`src/rtl/lsu_mem_req_pkg.sv`:
```
// Shared definitions for the LSU memory request stage: funct3 codes, FSM states,
// the load-tracking record and the store byte-lane helpers.
package lsu_mem_req_pkg;

  localparam logic [2:0] FNC_LB  = 3'b000;
  localparam logic [2:0] FNC_LH  = 3'b001;
  localparam logic [2:0] FNC_LW  = 3'b010;
  localparam logic [2:0] FNC_LBU = 3'b100;
  localparam logic [2:0] FNC_LHU = 3'b101;
  localparam logic [2:0] FNC_SB  = 3'b000;
  localparam logic [2:0] FNC_SH  = 3'b001;
  localparam logic [2:0] FNC_SW  = 3'b010;

  typedef enum logic [1:0] {
    ST_IDLE  = 2'b00,
    ST_ISSUE = 2'b01,
    ST_FAULT = 2'b10
  } lsu_state_e;

  typedef enum logic [1:0] {
    SZ_BYTE = 2'b00,
    SZ_HALF = 2'b01,
    SZ_WORD = 2'b10
  } lsu_size_e;

  typedef struct packed {
    logic       vld;
    logic [2:0] func3;
    logic [1:0] byte_addr;
  } lsu_track_t;

  // Any funct3 that is not a defined byte/half op falls back to a word access.
  function automatic lsu_size_e access_size(input logic is_store, input logic [2:0] func3);
    lsu_size_e sz;
    sz = SZ_WORD;
    if (is_store) begin
      if (func3 == FNC_SB)      sz = SZ_BYTE;
      else if (func3 == FNC_SH) sz = SZ_HALF;
    end else begin
      if (func3 == FNC_LB || func3 == FNC_LBU)      sz = SZ_BYTE;
      else if (func3 == FNC_LH || func3 == FNC_LHU) sz = SZ_HALF;
    end
    return sz;
  endfunction

  function automatic logic is_misaligned(input lsu_size_e sz, input logic [1:0] off);
    return ((sz == SZ_HALF) && off[0]) || ((sz == SZ_WORD) && (off != 2'b00));
  endfunction

  function automatic logic [3:0] store_we(input lsu_size_e sz, input logic [1:0] off);
    logic [3:0] we;
    case (sz)
      SZ_BYTE: we = 4'b0001 << off;
      SZ_HALF: we = 4'b0011 << {off[1], 1'b0};
      default: we = 4'b1111;
    endcase
    return we;
  endfunction

  function automatic logic [31:0] store_wdata(input lsu_size_e sz, input logic [31:0] d);
    logic [31:0] w;
    case (sz)
      SZ_BYTE: w = {4{d[7:0]}};
      SZ_HALF: w = {2{d[15:0]}};
      default: w = d;
    endcase
    return w;
  endfunction

endpackage

```
`src/rtl/lsu_mem_req_track_pipe.sv`:
```
// Fixed-latency shift pipe carrying {valid, funct3, byte offset} of issued loads
// so they line up with the returning read data.
module lsu_load_track_pipe
  import lsu_mem_req_pkg::*;
#(
  parameter int DEPTH = 1
) (
  input  logic       clk,
  input  logic       rst_n,
  input  logic       in_valid,
  input  logic [2:0] in_func3,
  input  logic [1:0] in_byte_addr,
  output logic       out_valid,
  output logic [2:0] out_func3,
  output logic [1:0] out_byte_addr
);

  lsu_track_t pipe_q [DEPTH];
  lsu_track_t pipe_d [DEPTH];

  always_comb begin
    pipe_d[0] = '{vld: in_valid, func3: in_func3, byte_addr: in_byte_addr};
    for (int i = 1; i < DEPTH; i++) begin
      pipe_d[i] = pipe_q[i-1];
    end
  end

  always_ff @(posedge clk or negedge rst_n) begin
    if (!rst_n) begin
      for (int i = 0; i < DEPTH; i++) begin
        pipe_q[i] <= '0;
      end
    end else begin
      pipe_q <= pipe_d;
    end
  end

  assign out_valid     = pipe_q[DEPTH-1].vld;
  assign out_func3     = pipe_q[DEPTH-1].func3;
  assign out_byte_addr = pipe_q[DEPTH-1].byte_addr;

endmodule

```
`src/rtl/lsu_mem_req.sv`:
```
// Load/store request stage driving the data-memory port. Optional misaligned
// trap (FAULT state, fault/fault_addr) is built when LSU_MISALIGN_TRAP_EN is defined.
module lsu_mem_req
  import lsu_mem_req_pkg::*;
#(
  parameter int ADDR_WIDTH  = 32,
  parameter int DATA_WIDTH  = 32,
  parameter int MEM_LATENCY = 1
) (
  input  logic                  clk,
  input  logic                  rst_n,
  input  logic                  req_valid,
  output logic                  req_ready,
  input  logic                  req_is_store,
  input  logic [2:0]            req_func3,
  input  logic [ADDR_WIDTH-1:0] req_addr,
  input  logic [DATA_WIDTH-1:0] req_wdata,
  output logic                  dmem_en,
  output logic [3:0]            dmem_we,
  output logic [ADDR_WIDTH-3:0] dmem_addr,
  output logic [DATA_WIDTH-1:0] dmem_wdata,
  input  logic                  dmem_ready,
  output logic                  rsp_valid,
  output logic [2:0]            rsp_func3,
  output logic [1:0]            rsp_byte_addr,
  output logic                  fault,
  output logic [ADDR_WIDTH-1:0] fault_addr,
  input  logic                  fault_ack
);

  lsu_state_e            state_q, state_d;
  logic [3:0]            we_q, we_d;
  logic [ADDR_WIDTH-3:0] addr_q, addr_d;
  logic [DATA_WIDTH-1:0] wdata_q, wdata_d;
  logic                  is_store_q, is_store_d;
  logic [2:0]            func3_q, func3_d;
  logic [1:0]            off_q, off_d;
  logic                  ready_raw, take, mem_accept;
  lsu_size_e             req_size;
  logic [1:0]            req_off;

  assign req_off  = req_addr[1:0];
  assign req_size = access_size(req_is_store, req_func3);

  always_comb begin
    state_d    = state_q;
    we_d       = we_q;
    addr_d     = addr_q;
    wdata_d    = wdata_q;
    is_store_d = is_store_q;
    func3_d    = func3_q;
    off_d      = off_q;
    ready_raw  = 1'b0;
    take       = 1'b0;
    mem_accept = 1'b0;
    case (state_q)
      ST_IDLE: begin
        ready_raw = 1'b1;
        take      = req_valid;
      end
      ST_ISSUE: begin
        ready_raw  = dmem_ready;
        mem_accept = dmem_ready;
        take       = dmem_ready & req_valid;
        if (dmem_ready && !req_valid) state_d = ST_IDLE;
      end
`ifdef LSU_MISALIGN_TRAP_EN
      ST_FAULT: begin
        if (fault_ack) state_d = ST_IDLE;
      end
`endif
      default: state_d = ST_IDLE;
    endcase

    // A new request overwrites the port registers; while stalled they hold.
    if (take) begin
      state_d    = ST_ISSUE;
      addr_d     = req_addr[ADDR_WIDTH-1:2];
      is_store_d = req_is_store;
      func3_d    = req_func3;
      off_d      = req_off;
      we_d       = req_is_store ? store_we(req_size, req_off) : 4'b0000;
      wdata_d    = req_is_store ? store_wdata(req_size, req_wdata) : '0;
`ifdef LSU_MISALIGN_TRAP_EN
      if (is_misaligned(req_size, req_off)) state_d = ST_FAULT;
`endif
    end
  end

  always_ff @(posedge clk or negedge rst_n) begin
    if (!rst_n) begin
      state_q    <= ST_IDLE;
      we_q       <= '0;
      addr_q     <= '0;
      wdata_q    <= '0;
      is_store_q <= 1'b0;
      func3_q    <= '0;
      off_q      <= '0;
    end else begin
      state_q    <= state_d;
      we_q       <= we_d;
      addr_q     <= addr_d;
      wdata_q    <= wdata_d;
      is_store_q <= is_store_d;
      func3_q    <= func3_d;
      off_q      <= off_d;
    end
  end

  // Gated by rst_n so req_ready reads 0 while reset is held.
  assign req_ready  = ready_raw & rst_n;
  assign dmem_en    = (state_q == ST_ISSUE);
  assign dmem_we    = we_q;
  assign dmem_addr  = addr_q;
  assign dmem_wdata = wdata_q;

  lsu_load_track_pipe #(
    .DEPTH (MEM_LATENCY)
  ) u_track (
    .clk           (clk),
    .rst_n         (rst_n),
    .in_valid      (mem_accept & ~is_store_q),
    .in_func3      (func3_q),
    .in_byte_addr  (off_q),
    .out_valid     (rsp_valid),
    .out_func3     (rsp_func3),
    .out_byte_addr (rsp_byte_addr)
  );

`ifdef LSU_MISALIGN_TRAP_EN
  logic [ADDR_WIDTH-1:0] fault_addr_q, fault_addr_d;

  always_comb begin
    fault_addr_d = fault_addr_q;
    if (take && is_misaligned(req_size, req_off)) fault_addr_d = req_addr;
  end

  always_ff @(posedge clk or negedge rst_n) begin
    if (!rst_n) fault_addr_q <= '0;
    else        fault_addr_q <= fault_addr_d;
  end

  assign fault      = (state_q == ST_FAULT);
  assign fault_addr = fault_addr_q;
`else
  logic unused_fault_ack;
  assign unused_fault_ack = fault_ack;
  assign fault            = 1'b0;
  assign fault_addr       = '0;
`endif

endmodule

```
`config.mk`:
```
export PLATFORM = sky130hd
export DESIGN_NAME = lsu_mem_req
export DESIGN_NICKNAME = d
export VERILOG_FILES = /design/src/rtl/lsu_mem_req_pkg.sv /design/src/rtl/lsu_mem_req_track_pipe.sv /design/src/rtl/lsu_mem_req.sv
export SDC_FILE = /design/constraint.sdc
export NUM_CORES = 1
export LEC_CHECK = 0
export ABC_AREA = 1
export BUFFER_PORTS_ARGS = -buffer_cell sky130_fd_sc_hd__buf_4
export CAP_MARGIN = 20
export CORE_ASPECT_RATIO = 0.7
export CORE_MARGIN = 4
export CORE_UTILIZATION = 35
export DETAILED_ROUTE_END_ITERATION = 7
export GPL_TIMING_DRIVEN = 0
export HOLD_SLACK_MARGIN = 0.03
export SETUP_SLACK_MARGIN = 0.3
export SKIP_LAST_GASP = 1
export SLEW_MARGIN = 20
export SYNTH_ARGS = -nofsm -noshare
export SYNTH_HDL_FRONTEND = slang
export SYNTH_SLANG_ARGS = --single-unit
```
`constraint.sdc`:
```
create_clock -name clk -period 1.4 [get_ports clk]
set_input_delay 0.28 -clock clk [delete_from_list [all_inputs] [get_ports clk]]
set_output_delay 0.28 -clock clk [all_outputs]
set_load 0.005 [all_outputs]
```
## After elaboration in Yosys (flattened, before gate mapping)

Cells that the tools add are included.

| word-level totals | value |
|---|---|
| register bits after elaboration | 80 |
| input port bits | 73 |
| output and inout port bits | 107 |
| logic and storage cells | 46 |

| cells by class | value |
|---|---|
| equal/unequal tests | 7 |
| shifts and indexed selects | 2 |
| multiplexer cells | 15 |
| bitwise gates (word level) | 4 |
| reductions and logical operators | 8 |

Operators with widths:

| cell | number |
|---|---|
| one-hot mux 32 bit (2 select lines) | 1 |
| 2-to-1 mux 32 bit | 1 |
| 2-to-1 mux 2 bit | 7 |
| one-hot mux 4 bit (2 select lines) | 1 |
| == test 3 bit, second input constant | 2 |
| == test 2 x 1 -> 1 bit, second input constant | 2 |
| zero test 2 bit | 2 |
| 2-to-1 mux 4 bit | 1 |
| one-hot mux 1 bit (2 select lines) | 2 |
| one-hot mux 2 bit (2 select lines) | 1 |
| left shift 1 x 2 -> 4 bit, first input constant | 1 |
| left shift 2 x 2 -> 4 bit, first input constant | 1 |
| AND 1 bit | 3 |
| == test 3 x 1 -> 1 bit, second input constant | 1 |
| zero test 3 bit | 1 |
| != test 3 x 1 -> 1 bit, second input constant | 1 |
| logical OR 1 bit | 2 |
| != test 2 bit, second input constant | 1 |
| AND reduction 2 bit | 1 |
| logical AND 1 bit | 1 |
| zero test 1 bit | 1 |
| 2-to-1 mux 1 bit | 1 |
| NOT 1 bit | 1 |

## Longest topological paths before layout

Gate-level depths: netlist of the first run.

| logic depth | value |
|---|---|
| depth after elaboration | 8 |
| gate-level depth with buffers | 8 |
| depth with buffers taken out | 6 |

## By module

From an unflattened synthesis of the first run, not the netlist that was laid out.

| second synthesis, totals | value |
|---|---|
| cells, all modules | 452 |
| area total of the unflattened synthesis | 3692.3 um^2 |

By module, submodules not included:

| module | instances | cells an instance | area each (um^2) | sequential area each (um^2) |
|---|---|---|---|---|
| lsu_mem_req | 1 | 446 | 3542.1 | 1826.8 |
| lsu_load_track_pipe | 1 | 6 | 150.1 | 150.1 |

## Worst setup path before layout of the first run

OpenSTA, ideal clock, no wires.

| timing path | value |
|---|---|
| path type | reg2reg |
| from | register state_q[0] |
| to | register wdata_q[16] (netlist: dmem_wdata[16]) |
| library setup time | 0.124 ns |
| data arrival time | 0.940 ns |
| required time | 1.276 ns |
| slack | 0.336 ns |
| cell stages (with the launch flop) | 7 |
| path buffers | 2 |
| period minus slack after synthesis | 1.064 ns |
| cells stage by stage | dfrtp_1 -> nand2_2 -> nand2_2 -> buf_6 -> buf_6 -> nand2_1 -> nand2_1 |

| on the way | value |
|---|---|
| longest elaborated chain between the ends | 2 |
| elaborated cells on any way between the ends | 3 |
| those cells by class | eq/ne (1); mux (1); reduce/logical (1) |

Ends and longest elaborated chain:

| item | line | text |
|---|---|---|
| start, declared | lsu_mem_req.sv:31 | `lsu_state_e state_q, state_d;` |
| start signal, assigned | lsu_mem_req.sv:100 | `state_q <= state_d;` |
| == test 2 x 1 -> 1 bit or zero test 2 bit (tied branches) | lsu_mem_req.sv:56 | `case (state_q)` |
| one-hot mux 1 bit (2 select lines) (*) | lsu_mem_req.sv:56 |  |
| end signal, assigned | lsu_mem_req.sv:103 | `wdata_q <= wdata_d;` |
| end, declared | lsu_mem_req.sv:34 | `logic [DATA_WIDTH-1:0] wdata_q, wdata_d;` |

Mark *: on every way between the ends. The rest lies on a longest branch, timed or not.
A chain may end at the register's enable or synchronous reset.

## Worst setup path after layout of the first run

| timing path | value |
|---|---|
| from | register state_q[0] |
| to | output port req_ready |

| on the way | value |
|---|---|
| longest elaborated chain between the ends | 3 |
| elaborated cells on any way between the ends | 4 |
| those cells by class | eq/ne (1); mux (1); bitwise (1); reduce/logical (1) |

Ends and longest elaborated chain:

| item | line | text |
|---|---|---|
| == test 2 x 1 -> 1 bit or zero test 2 bit (tied branches) | lsu_mem_req.sv:56 |  |
| one-hot mux 1 bit (2 select lines) (*) | lsu_mem_req.sv:56 |  |
| AND 1 bit (*) | lsu_mem_req.sv:111 | `assign req_ready = ready_raw & rst_n;` |
| end, declared | lsu_mem_req.sv:13 | `output logic req_ready,` |

Marks and branches as above.

==> impl_table.tex, run 1 <==
\begin{tabular}{lr}
\hline
Metric & Value \\
\hline
\multicolumn{2}{l}{\textbf{Logic synthesis}} \\
Portion of synthesized cell area occupied by the leading cell type & 53.5\% \\
Post-synthesis register bit count & approximately 80 \\
Cell count after synthesis & 452 \\
Warnings from Yosys & 0 \\
Avg Cell Area, Syn & 8.17 um\^{}2 \\
Top area cells in the synthesized netlist & sky130\_fd\_sc\_hd\_\_dfrtp\_1, sky130\_fd\_sc\_hd\_\_nand2\_1, sky130\_fd\_sc\_hd\_\_buf\_4, sky130\_fd\_sc\_hd\_\_inv\_1, sky130\_fd\_sc\_hd\_\_a21oi\_1 \\
Synth Cell Area & 3690 um\^{}2 \\
Cell accounting for the most synthesized area & sky130\_fd\_sc\_hd\_\_dfrtp\_1 \\
Proportion of synthesized chip area in sequential cells & 53.5\% \\
Unique cell type count in the Yosys netlist & 18 \\
\multicolumn{2}{l}{\textbf{Detailed routing}} \\
DRC violation count after routing & 0 \\
Router iterations before antenna repair & 4 \\
Routed vias/inst & around 4.4 \\
Routed Antenna Nets & 0 \\
Routed wire length & 12.0 mm \\
Post-detailed-route wirelength per cell & roughly 14 um \\
Via count & $\sim$3.7k \\
1st-iter DRT viols & 143 \\
\multicolumn{2}{l}{\textbf{Finish}} \\
Most common cell after layout, fill and taps aside & sky130\_fd\_sc\_hd\_\_buf\_4 \\
Post-route design area & between 6000 and 7000 um\^{}2 \\
Share of cells above drive strength 1 & 52.8\% \\
Highest-count cells in the layout ignoring fill and taps & sky130\_fd\_sc\_hd\_\_buf\_4, sky130\_fd\_sc\_hd\_\_nand2\_1, sky130\_fd\_sc\_hd\_\_buf\_6 \\
Area overhead of the layout relative to synthesis & 86.9\% \\
Total Nets Final & 786 \\
Ant. Diodes & 0 \\
\multicolumn{2}{l}{\textbf{Floorplanning}} \\
Die extent in x & $\sim$130 um \\
I/O pin count & 180 \\
Starting Density & 35.8\% \\
Number of rows created at floorplan & 31 \\
Core Region & 10300 um\^{}2 \\
Area enclosed by the die boundary & 12300 um\^{}2 \\
Die Y & approximately 94 um \\
\multicolumn{2}{l}{\textbf{STA}} \\
Final Worst Setup Slack & approximately 0.09 ns \\
Final hold vios & 79 \\
Post-route worst hold slack & -0.169 ns \\
Share of the cycle needed by the critical path after routing & between 90 and 100\% \\
Post-layout min period & between 1 and 1.5 ns \\
Max-slew violations & 0 \\
Layout Skew & between 0.004 and 0.005 ns \\
Sum Neg Setup Slack & 0 ns \\
Setup Viol. Count Final & 0 \\
Setup repair after global routing missed its margin & true \\
Highest Clock Rate & 765 MHz \\
\multicolumn{2}{l}{\textbf{Placement}} \\
Placement-stage worst setup slack & -0.405 ns \\
DPL Wire Length & 7.85 mm \\
Placed instance area & 5060 um\^{}2 \\
Placer Congestion & 0.788 \\
Number of buffer cells added on primary ports & 144 \\
\multicolumn{2}{l}{\textbf{Clock network}} \\
Clock transition at the register clock pins on the worst setup and hold paths after CTS & 0.06 ns \\
CTS H-tree lvls & 3 \\
Max Buffers Root-to-Sink & 2 \\
TritonCTS clock tree & done \\
Clock Tree Root & sky130\_fd\_sc\_hd\_\_clkbuf\_16 \\
Clock insertion delay at the later pin of the skew report & 0.34 ns \\
Clock buffers created by TritonCTS & 9 \\
Total clock sinks & 79 \\
\multicolumn{2}{l}{\textbf{Worst setup path}} \\
Logic depth of the worst register-to-register path & 8 \\
Worst Path Class, Setup & register to output port \\
Reg-to-reg critical path startpoint & state\_q[0] \\
Critical path required time & 1.12 ns \\
Endpoint kind of the worst setup timing path & output port \\
Critical path launch point type & register \\
Critical Path Fanout Max & 3 \\
Worst reg2reg setup slack & roughly 0.10 ns \\
Worst reg2reg path endpoint & dmem\_wdata[25] \\
Critical Path AT & approximately 1 ns \\
\multicolumn{2}{l}{\textbf{Global routing}} \\
Global-route wire length before repair & 18.1 mm \\
Via count of the first global-routing pass & 3549 \\
Met3 Usage GRT & 7.33\% \\
Global routing met1 resource utilization & 26.5\% \\
Total grt overflow & 0 \\
Met2 GRT Util & 28.6\% \\
Global routing's busiest layer & met2 \\
Overall global routing resource usage & 19.3\% \\
Pin count of the biggest net entering global routing & 81 \\
Initial antenna violation count & 0 \\
\multicolumn{2}{l}{\textbf{Flow run}} \\
Max-Cap Viols & 0 \\
\multicolumn{2}{l}{\textbf{Run status}} \\
Run status & complete, but fails checks \\
Failing checks & negative hold slack \\
\multicolumn{2}{l}{\textbf{Pwr}} \\
VDD IR max & 0.759 mV \\
Total Power & between 7 and 8 mW \\
Leakage & 3.80 nW \\
Total power density per cell area & 1070 nW/um\^{}2 \\
\multicolumn{2}{l}{\textbf{Min path}} \\
Worst hold path class & input port to asynchronous set/reset pin \\
\hline
\end{tabular}
-- cells in the mapped netlist (all sizes together) --
master / n
a21oi: 21
a21boi: 1
nand4: 14
buf: 56
o21ai: 17
nor2: 17
inv: 36
nand2: 201
clkbuf: 1
conb: 1
nand3: 1
dfrtp: 79
o211ai: 7
-- what timing repair did --
action,CTS,global route
gates cloned,9,1
setup buffers,39,25
pin swaps,46,33
resized for setup,180,65
endpoints found under the hold margin,79,79
setup endpoints to repair,143,147
-- critical path: stages (launching register included) --
cell and delay, ns:
sky130_fd_sc_hd__dfrtp_1 0.40, sky130_fd_sc_hd__a21boi_1 0.15, sky130_fd_sc_hd__buf_4 0.13
-- metal layers --
metal,vias to the layer above,routed length (um)
met5,-,0
met4,0,137
met3,13,886
met2,106,5530
met1,1726,5470
li1,1856,-
-- cell type report --
type | count | area [um^2]
clock inverter | 6 | 52.6
multi-input combinational | 312 | 1650
tap | 132 | 165
sequential | 79 | 1980
buffer | 57 | 499
inverter | 36 | 145
timing repair buffer | 218 | 2170
fill | 868 | 3420
clock buffer | 10 | 239
-- stage by stage --
| step | util (%) | instances | hold slack (ns) |
|---|---|---|---|
| final | 66.9 | 850 | -0.169 |
| after floorplan | - | 484 | -0.0156 |
| after detailed placement | 49.0 | 760 | 0.359 |
| after CTS | 62.6 | 824 | -0.135 |
| after global routing | 66.9 | 850 | -0.146 |
| after global placement | 49.0 | 760 | 0.360 |
-- state kept, by name, summed over array words and instances (netlist names), 2 cells and up --
register               count
dmem_addr                 30
dmem_wdata                32
off_q                      2
u_track.out_func3          3
dmem_we                    4
u_track.out_byte_addr      2
func3_q                    3
-- logic make-up (layout without fill, tap and decap cells) --
group                  after synthesis  after routing  share of synthesized area [%]
buffers and inverters               93            327                           14.6
other                                1             33                          0.102
and+or+nand+nor                    233            233                           24.9
AOI/OAI and AO/OA                   46             46                           6.78
DFF                                 79             79                           53.5
-- how the worst max path moves through the flow --
stage | start | to | slack (ns) | cells past startpoint
after floorplan | state_q[0] | dmem_wdata[16] | 0.34 | 6
after global placement | rst_n | req_ready | -0.39 | 3
after detailed placement | rst_n | req_ready | -0.41 | 3
after CTS | rst_n | req_ready | 0.10 | 3
after global routing | state_q[0] | dmem_wdata[27] | 0.01 | 8
final | state_q[0] | req_ready | 0.09 | 2
-- report_power, final --
group / internal [mW] / total [mW] / switching, mW
clock: 1.27 / 2.29 / 1.02
sequential: 2.59 / 2.82 / 0.233
combinational: 1.40 / 2.28 / 0.878
No activity file was read; power rests on OpenSTA's default activity.
==> run 2, diff against run 1 <==
Clock period 1.4 ns to 1.5 ns, I/O delays scaled along.
==> impl_table.tex, run 2 (same netlist as run 1, synthesis figures left out) <==
\begin{tabular}{lr}
\hline
Metric & Value \\
\hline
\multicolumn{2}{l}{\textbf{Run status}} \\
Run status & complete, but fails checks \\
Failing checks & negative hold slack \\
\multicolumn{2}{l}{\textbf{Finish}} \\
Most common cell after layout, fill and taps aside & sky130\_fd\_sc\_hd\_\_nand2\_1 \\
Total Nets Final & 724 (-7.9\%) \\
Register cell area after layout & 1980 um\^{}2 (unchanged) \\
Area overhead of the layout relative to synthesis & 54.7\% \\
Post-route design area & 5710 um\^{}2 (-17\%) \\
Share of cells above drive strength 1 & 36.3\% (-17 points) \\
Multi-input combinational cell area & 1340 um\^{}2 (-19\%) \\
Number of flip-flops under the largest register name & 32 (unchanged) \\
Fillers & 988 (+14\%) \\
Highest-count cells in the layout ignoring fill and taps & sky130\_fd\_sc\_hd\_\_nand2\_1, sky130\_fd\_sc\_hd\_\_buf\_4, sky130\_fd\_sc\_hd\_\_dfrtp\_1 \\
Ant. Diodes & 0 (unchanged) \\
\multicolumn{2}{l}{\textbf{STA}} \\
Setup Viol. Count Final & 0 (unchanged) \\
Layout Skew & 0.00526 ns (+0.000974 ns) \\
Final hold vios & 79 (unchanged) \\
Share of the cycle needed by the critical path after routing & 87.4\% \\
Final Worst Setup Slack & 0.188 ns (+0.0963 ns) \\
Highest Clock Rate & 762 MHz \\
Post-layout min period & 1.31 ns \\
Max-slew violations & 0 (unchanged) \\
Post-route worst hold slack & -0.203 ns (-0.0338 ns) \\
Setup repair after global routing missed its margin & true \\
\multicolumn{2}{l}{\textbf{Global routing}} \\
Total grt overflow & 0 (unchanged) \\
Met2 GRT Util & 25.2\% (-3.4 points) \\
Global routing met1 resource utilization & 23.7\% (-2.9 points) \\
Overall global routing resource usage & 17.2\% (-2.1 points) \\
Via count of the first global-routing pass & 3255 (-8.3\%) \\
Global-route wire length before repair & 16.2 mm (-11\%) \\
Initial antenna violation count & 0 (unchanged) \\
Pin count of the biggest net entering global routing & 81 (unchanged) \\
Global routing's busiest layer & met2 \\
Met3 Usage GRT & 6.88\% (-0.45 points) \\
\multicolumn{2}{l}{\textbf{Worst setup path}} \\
Critical Path AT & 1.01 ns (-0.02 ns) \\
WP buf/inv & 2 (+1) \\
Endpoint kind of the worst setup timing path & output port \\
Critical path required time & 1.20 ns (+0.08 ns) \\
Top Family by Delay on Critical Path & flip-flops \\
Slowest Stage Delay on Critical Path & 0.40 ns (about the same) \\
Critical Path Fanout Max & 3 (unchanged) \\
Worst Path Class, Setup & register to output port \\
Critical path's slowest cell & sky130\_fd\_sc\_hd\_\_dfrtp\_1 \\
Crit path cell chain & buf\_4, buf\_4 \\
Critical path launch point type & register \\
Worst path most repeated cell & sky130\_fd\_sc\_hd\_\_buf\_4 \\
\multicolumn{2}{l}{\textbf{Floorplanning}} \\
I/O pin count & 180 (unchanged) \\
Die Y & 93.9 um (unchanged) \\
Die extent in x & 131 um (unchanged) \\
Core Region & 10300 um\^{}2 (unchanged) \\
Starting Density & 35.8\% (unchanged) \\
Area enclosed by the die boundary & 12300 um\^{}2 (unchanged) \\
Number of rows created at floorplan & 31 (unchanged) \\
\multicolumn{2}{l}{\textbf{Clock network}} \\
Max Buffers Root-to-Sink & 2 (unchanged) \\
TritonCTS clock tree & done \\
CTS H-tree lvls & 3 (unchanged) \\
Clock transition at the register clock pins on the worst setup and hold paths after CTS & 0.07 ns (about the same) \\
Clock buffers created by TritonCTS & 9 (unchanged) \\
Clock Tree Root & sky130\_fd\_sc\_hd\_\_clkbuf\_16 \\
Clock insertion delay at the later pin of the skew report & 0.34 ns (about the same) \\
Total clock sinks & 79 (unchanged) \\
\multicolumn{2}{l}{\textbf{Placement}} \\
Number of buffer cells added on primary ports & 144 (unchanged) \\
Placement-stage worst setup slack & -0.345 ns (+0.0600 ns) \\
Placed instance area & 5060 um\^{}2 (unchanged) \\
DPL Wire Length & 7.85 mm (unchanged) \\
Placer Congestion & 0.788 (unchanged) \\
\multicolumn{2}{l}{\textbf{Detailed routing}} \\
Post-detailed-route wirelength per cell & 13.6 um (-4.2\%) \\
Via count & 3417 (-7.7\%) \\
Routed Antenna Nets & 0 (unchanged) \\
Routed vias/inst & 4.34 (-0.41\%) \\
1st-iter DRT viols & 151 (+5.6\%) \\
DRC violation count after routing & 0 (unchanged) \\
Routed wire length & 10.7 mm (-11\%) \\
Router iterations before antenna repair & 4 (unchanged) \\
\multicolumn{2}{l}{\textbf{Pwr}} \\
Clock network fraction of design power & 34.6\% (+3.6 points) \\
Internal power component & 4.42 mW (-16\%) \\
Share of power burned in registers & 42.0\% (+3.8 points) \\
Net switching share of the total power & 28.0\% (-0.77 points) \\
Total power density per cell area & 1070 nW/um\^{}2 (+0.41\%) \\
Psw & 1.72 mW (-19\%) \\
Total Power & 6.14 mW (-17\%) \\
VDD IR max & 0.654 mV (-14\%) \\
Leakage & 3.24 nW (-15\%) \\
Combinational Power Share & 23.4\% (-7.4 points) \\
\multicolumn{2}{l}{\textbf{Flow run}} \\
Max-Cap Viols & 0 (unchanged) \\
\multicolumn{2}{l}{\textbf{Min path}} \\
Worst hold path class & input port to asynchronous set/reset pin \\
\hline
\end{tabular}
==> run 2: cell type report <==
cell class                      count  area share [%]
Buffer                             57            8.39
Clock buffer                       10            4.18
Clock inverter                      6           0.920
Inverter                           36            2.54
Multi-Input combinational cell    312            23.4
Sequential cell                    79            34.6
Tap cell                          132            2.89
Timing Repair Buffer              156            23.1
==> run 2: per-stage QoR <==
stage | TNS (ns) | std cells | hold WS [ns] | utilization, %
floorplan | 0 | 484 | 0.00441 | -
global route | 0 | 788 | -0.199 | 55.4
CTS | 0 | 779 | -0.133 | 52.8
finish | 0 | 788 | -0.203 | 55.4
global placement | -0.334 | 760 | 0.360 | 49.0
detailed placement | -0.345 | 760 | 0.359 | 49.0
==> run 2: worst paths after layout <==
path                              startpoint                   end  slack (ns)  cells after the start
worst max-delay path              state_q[0]               dmem_en        0.19                      2
max in group asynchronous              rst_n        dmem_wdata[31]        1.50                      1
worst max register to register    state_q[0]        dmem_wdata[18]        0.25                      7
worst min-delay path                   rst_n        dmem_wdata[25]       -0.20                      1
worst min register to register    func3_q[1]  u_track.out_func3[1]        0.37                      0
min in group clk                req_addr[21]         dmem_addr[19]        0.15                      3
==> run 2: power by group through the flow <==
| stage | registers, mW | clock network, mW | logic, mW |
|---|---|---|---|
| global route | 2.61 | 2.29 | 1.60 |
| detailed placement | 2.60 | 0 | 1.27 |
| finish | 2.58 | 2.13 | 1.44 |
| floorplan | 2.61 | 0 | 0.502 |
| global placement | 2.59 | 0 | 1.25 |
| CTS | 2.57 | 2.19 | 1.32 |
==> run 2: layer usage <==
metal	vias up	routed length, um
li1	1727	-
met1	1571	4970
met2	108	4750
met3	11	863
met4	0	105
met5	-	0
==> run 2: repair_timing <==
| item | CTS | global route |
|---|---|---|
| endpoints found under the setup margin | 21 | 94 |
| endpoints found under the hold margin | 79 | 79 |
| buffers inserted | 3 | 7 |
| pin swaps | 3 | 1 |
| gates cloned | 0 | 2 |
| resized for setup | 19 | 50 |
==> run 3, diff against run 2 <==
Settings changed: CORE_UTILIZATION 35 to 40, PLACE_DENSITY set to 0.71.
==> impl_table.tex, run 3 (same netlist as run 1, synthesis figures left out) <==
\begin{tabular}{lr}
\hline
Metric & Value \\
\hline
\multicolumn{2}{l}{\textbf{Pwr}} \\
VDD IR max & 0.616 mV (-5.8\%) \\
Total Power & 6.49 mW (+5.6\%) \\
Total power density per cell area & 1150 nW/um\^{}2 (+7.0\%) \\
Leakage & 3.25 nW (+0.17\%) \\
\multicolumn{2}{l}{\textbf{Global routing}} \\
Total grt overflow & 0 (unchanged) \\
Global routing's busiest layer & met2 \\
Met2 GRT Util & 30.5\% (+5.3 points) \\
Initial antenna violation count & 0 (unchanged) \\
Met3 Usage GRT & 6.33\% (-0.55 points) \\
Global-route wire length before repair & 16.4 mm (+0.98\%) \\
Via count of the first global-routing pass & 3282 (+0.83\%) \\
Pin count of the biggest net entering global routing & 81 (unchanged) \\
Overall global routing resource usage & 19.7\% (+2.5 points) \\
Global routing met1 resource utilization & 26.7\% (+3.0 points) \\
\multicolumn{2}{l}{\textbf{Detailed routing}} \\
Routed vias/inst & 4.45 (+2.6\%) \\
Routed Antenna Nets & 0 (unchanged) \\
Router iterations before antenna repair & 4 (unchanged) \\
Post-detailed-route wirelength per cell & 13.5 um (about the same) \\
Routed wire length & 10.5 mm (-1.4\%) \\
Via count & 3461 (+1.3\%) \\
1st-iter DRT viols & 213 (+41\%) \\
DRC violation count after routing & 0 (unchanged) \\
\multicolumn{2}{l}{\textbf{Floorplanning}} \\
Number of rows created at floorplan & 29 (-6.5\%) \\
I/O pin count & 180 (unchanged) \\
Area enclosed by the die boundary & 10900 um\^{}2 (-12\%) \\
Die Y & 88.4 um (-5.9\%) \\
Die extent in x & 123 um (-6.1\%) \\
Starting Density & 40.9\% (+5.1 points) \\
Core Region & 9030 um\^{}2 (-12\%) \\
\multicolumn{2}{l}{\textbf{Finish}} \\
Total Nets Final & 722 (-0.28\%) \\
Register cell area after layout & 1980 um\^{}2 (about the same) \\
Share of cells above drive strength 1 & 35.8\% (-0.50 points) \\
Area overhead of the layout relative to synthesis & 52.8\% \\
Multi-input combinational cell area & 1300 um\^{}2 (-2.5\%) \\
Ant. Diodes & 0 (unchanged) \\
Fillers & 802 (-19\%) \\
Number of flip-flops under the largest register name & 32 (unchanged) \\
Highest-count cells in the layout ignoring fill and taps & sky130\_fd\_sc\_hd\_\_nand2\_1, sky130\_fd\_sc\_hd\_\_buf\_4, sky130\_fd\_sc\_hd\_\_dfrtp\_1 \\
Most common cell after layout, fill and taps aside & sky130\_fd\_sc\_hd\_\_nand2\_1 \\
\multicolumn{2}{l}{\textbf{Clock network}} \\
Clock buffers created by TritonCTS & 9 (unchanged) \\
TritonCTS clock tree & done \\
Max Buffers Root-to-Sink & 2 (unchanged) \\
Total clock sinks & 79 (unchanged) \\
CTS H-tree lvls & 3 (unchanged) \\
Clock transition at the register clock pins on the worst setup and hold paths after CTS & 0.06 ns (about the same) \\
Clock insertion delay at the later pin of the skew report & 0.34 ns (about the same) \\
Clock Tree Root & sky130\_fd\_sc\_hd\_\_clkbuf\_16 \\
\multicolumn{2}{l}{\textbf{STA}} \\
Highest Clock Rate & 732 MHz (-4.0\%) \\
Setup Viol. Count Final & 0 (unchanged) \\
Max-slew violations & 0 (unchanged) \\
Layout Skew & 0.00439 ns (-0.000871 ns) \\
Sum Neg Setup Slack & 0 ns (unchanged) \\
Post-route worst hold slack & -0.195 ns (+0.00833 ns) \\
Final hold vios & 79 (unchanged) \\
Post-layout min period & 1.37 ns (+0.0540 ns) \\
Share of the cycle needed by the critical path after routing & 91.0\% (+3.6 points) \\
Setup repair after global routing missed its margin & true \\
Final Worst Setup Slack & 0.134 ns (-0.0540 ns) \\
\multicolumn{2}{l}{\textbf{Run status}} \\
Failing checks & negative hold slack \\
Run status & complete, but fails checks \\
\multicolumn{2}{l}{\textbf{Placement}} \\
Number of buffer cells added on primary ports & 144 (unchanged) \\
Placer Congestion & 0.809 (+2.7\%) \\
Placement-stage worst setup slack & -0.404 ns (-0.0584 ns) \\
DPL Wire Length & 7.71 mm (-1.9\%) \\
\multicolumn{2}{l}{\textbf{Worst setup path}} \\
Critical path launch point type & register \\
Worst setup startpoint & state\_q[0] \\
Worst reg2reg path endpoint & dmem\_wdata[30] \\
Worst reg2reg setup slack & 0.20 ns (-0.05 ns) \\
Slowest Stage Delay on Critical Path & 0.44 ns (+0.04 ns) \\
Critical Path Fanout Max & 4 (+1) \\
Crit path cell chain & a21boi\_2, buf\_4 \\
Critical path required time & 1.20 ns (about the same) \\
Logic depth of the worst register-to-register path & 6 (-1) \\
Reg-to-reg critical path startpoint & state\_q[0] \\
Critical Path AT & 1.07 ns (+0.06 ns) \\
Endpoint kind of the worst setup timing path & output port \\
Capture point of the worst path & req\_ready \\
Critical path's slowest cell & sky130\_fd\_sc\_hd\_\_dfrtp\_2 \\
Worst Path Class, Setup & register to output port \\
\multicolumn{2}{l}{\textbf{Flow run}} \\
Max-Cap Viols & 0 (unchanged) \\
\multicolumn{2}{l}{\textbf{Min path}} \\
Worst hold path class & input port to asynchronous set/reset pin \\
\hline
\end{tabular}
## run 3: cell types whose count changed in the layout (fill, tap and decap cells not counted), moves of 2 or more
| cell | change |
|---|---|
| sky130_fd_sc_hd__inv_6 | -3 |
| sky130_fd_sc_hd__o21ai_0 | -2 |
| sky130_fd_sc_hd__buf_6 | -10 |
| sky130_fd_sc_hd__buf_12 | -2 |
| sky130_fd_sc_hd__bufinv_16 | +3 |
| sky130_fd_sc_hd__bufbuf_16 | +2 |
| sky130_fd_sc_hd__clkbuf_4 | +2 |
| sky130_fd_sc_hd__o21ai_1 | +2 |
| sky130_fd_sc_hd__nor2_1 | +3 |
| sky130_fd_sc_hd__nor2_2 | -3 |
| sky130_fd_sc_hd__buf_4 | +6 |
| sky130_fd_sc_hd__buf_2 | +4 |
| sky130_fd_sc_hd__nand2_8 | -2 |
| sky130_fd_sc_hd__buf_8 | -3 |
## run 3: cell type report
cell class	count	share of cell area [%]
inverter	36	2.44
timing repair buffer	154	22.8
buffer	57	7.70
clock buffer	10	4.06
clock inverter	6	2.09
tap	124	2.75
sequential	79	35.1
multi-input combinational	312	23.1
## run 3: repair_timing
item / 4_1_cts / 5_1_grt
setup endpoints to repair: 39 / 88
gates resized for setup: 13 / 25
gates cloned: 2 / 1
endpoints found under the hold margin: 79 / 79
setup buffers: 2 / 5
pin swaps: 2 / 0
## run 3: metrics by stage
step | std cells | area, um^2 | util, %
after floorplan | 484 | 3810 | -
after global placement | 752 | 5050 | 55.9
after detailed placement | 752 | 5050 | 55.9
after CTS | 772 | 5520 | 61.1
after global routing | 778 | 5640 | 62.4
final | 778 | 5640 | 62.4
## run 3: critical path: cells and delay by family, from the launching register on
kind | cells | cell delay, ns
AO/OA/AOI/OAI | 1 | 0.16
buffers and inverters | 1 | 0.13
flip-flops | 1 | 0.44
## run 3: worst min path at each step
stage	startpoint	to	slack (ns)	cells after the start
final	rst_n	state_q[0]	-0.19	1
after global routing	rst_n	dmem_addr[14]	-0.19	1
after CTS	rst_n	dmem_we[1]	-0.12	1
after detailed placement	off_q[1]	u_track.out_byte_addr[1]	0.36	0
after global placement	off_q[0]	u_track.out_byte_addr[0]	0.36	0
after floorplan	rst_n	dmem_addr[0]	0.004	0
## run 3: routing by layer
layer  routed length (um)  share of wire (%)  vias to the layer above
li1                     -                  -                     1721
met1                 4730                 45                     1590
met2                 4740                 45                      139
met3                  951                9.0                       11
met4                  119                1.1                        0
met5                    0                  0                        -
## run 3: where the power goes
part	internal (mW)	switching (mW)	leakage [nW]	total [mW]
combinational	0.775	0.597	2.09	1.37
clock	1.64	0.893	0.165	2.53
sequential	2.41	0.166	0.993	2.58
total	4.83	1.66	3.25	6.49
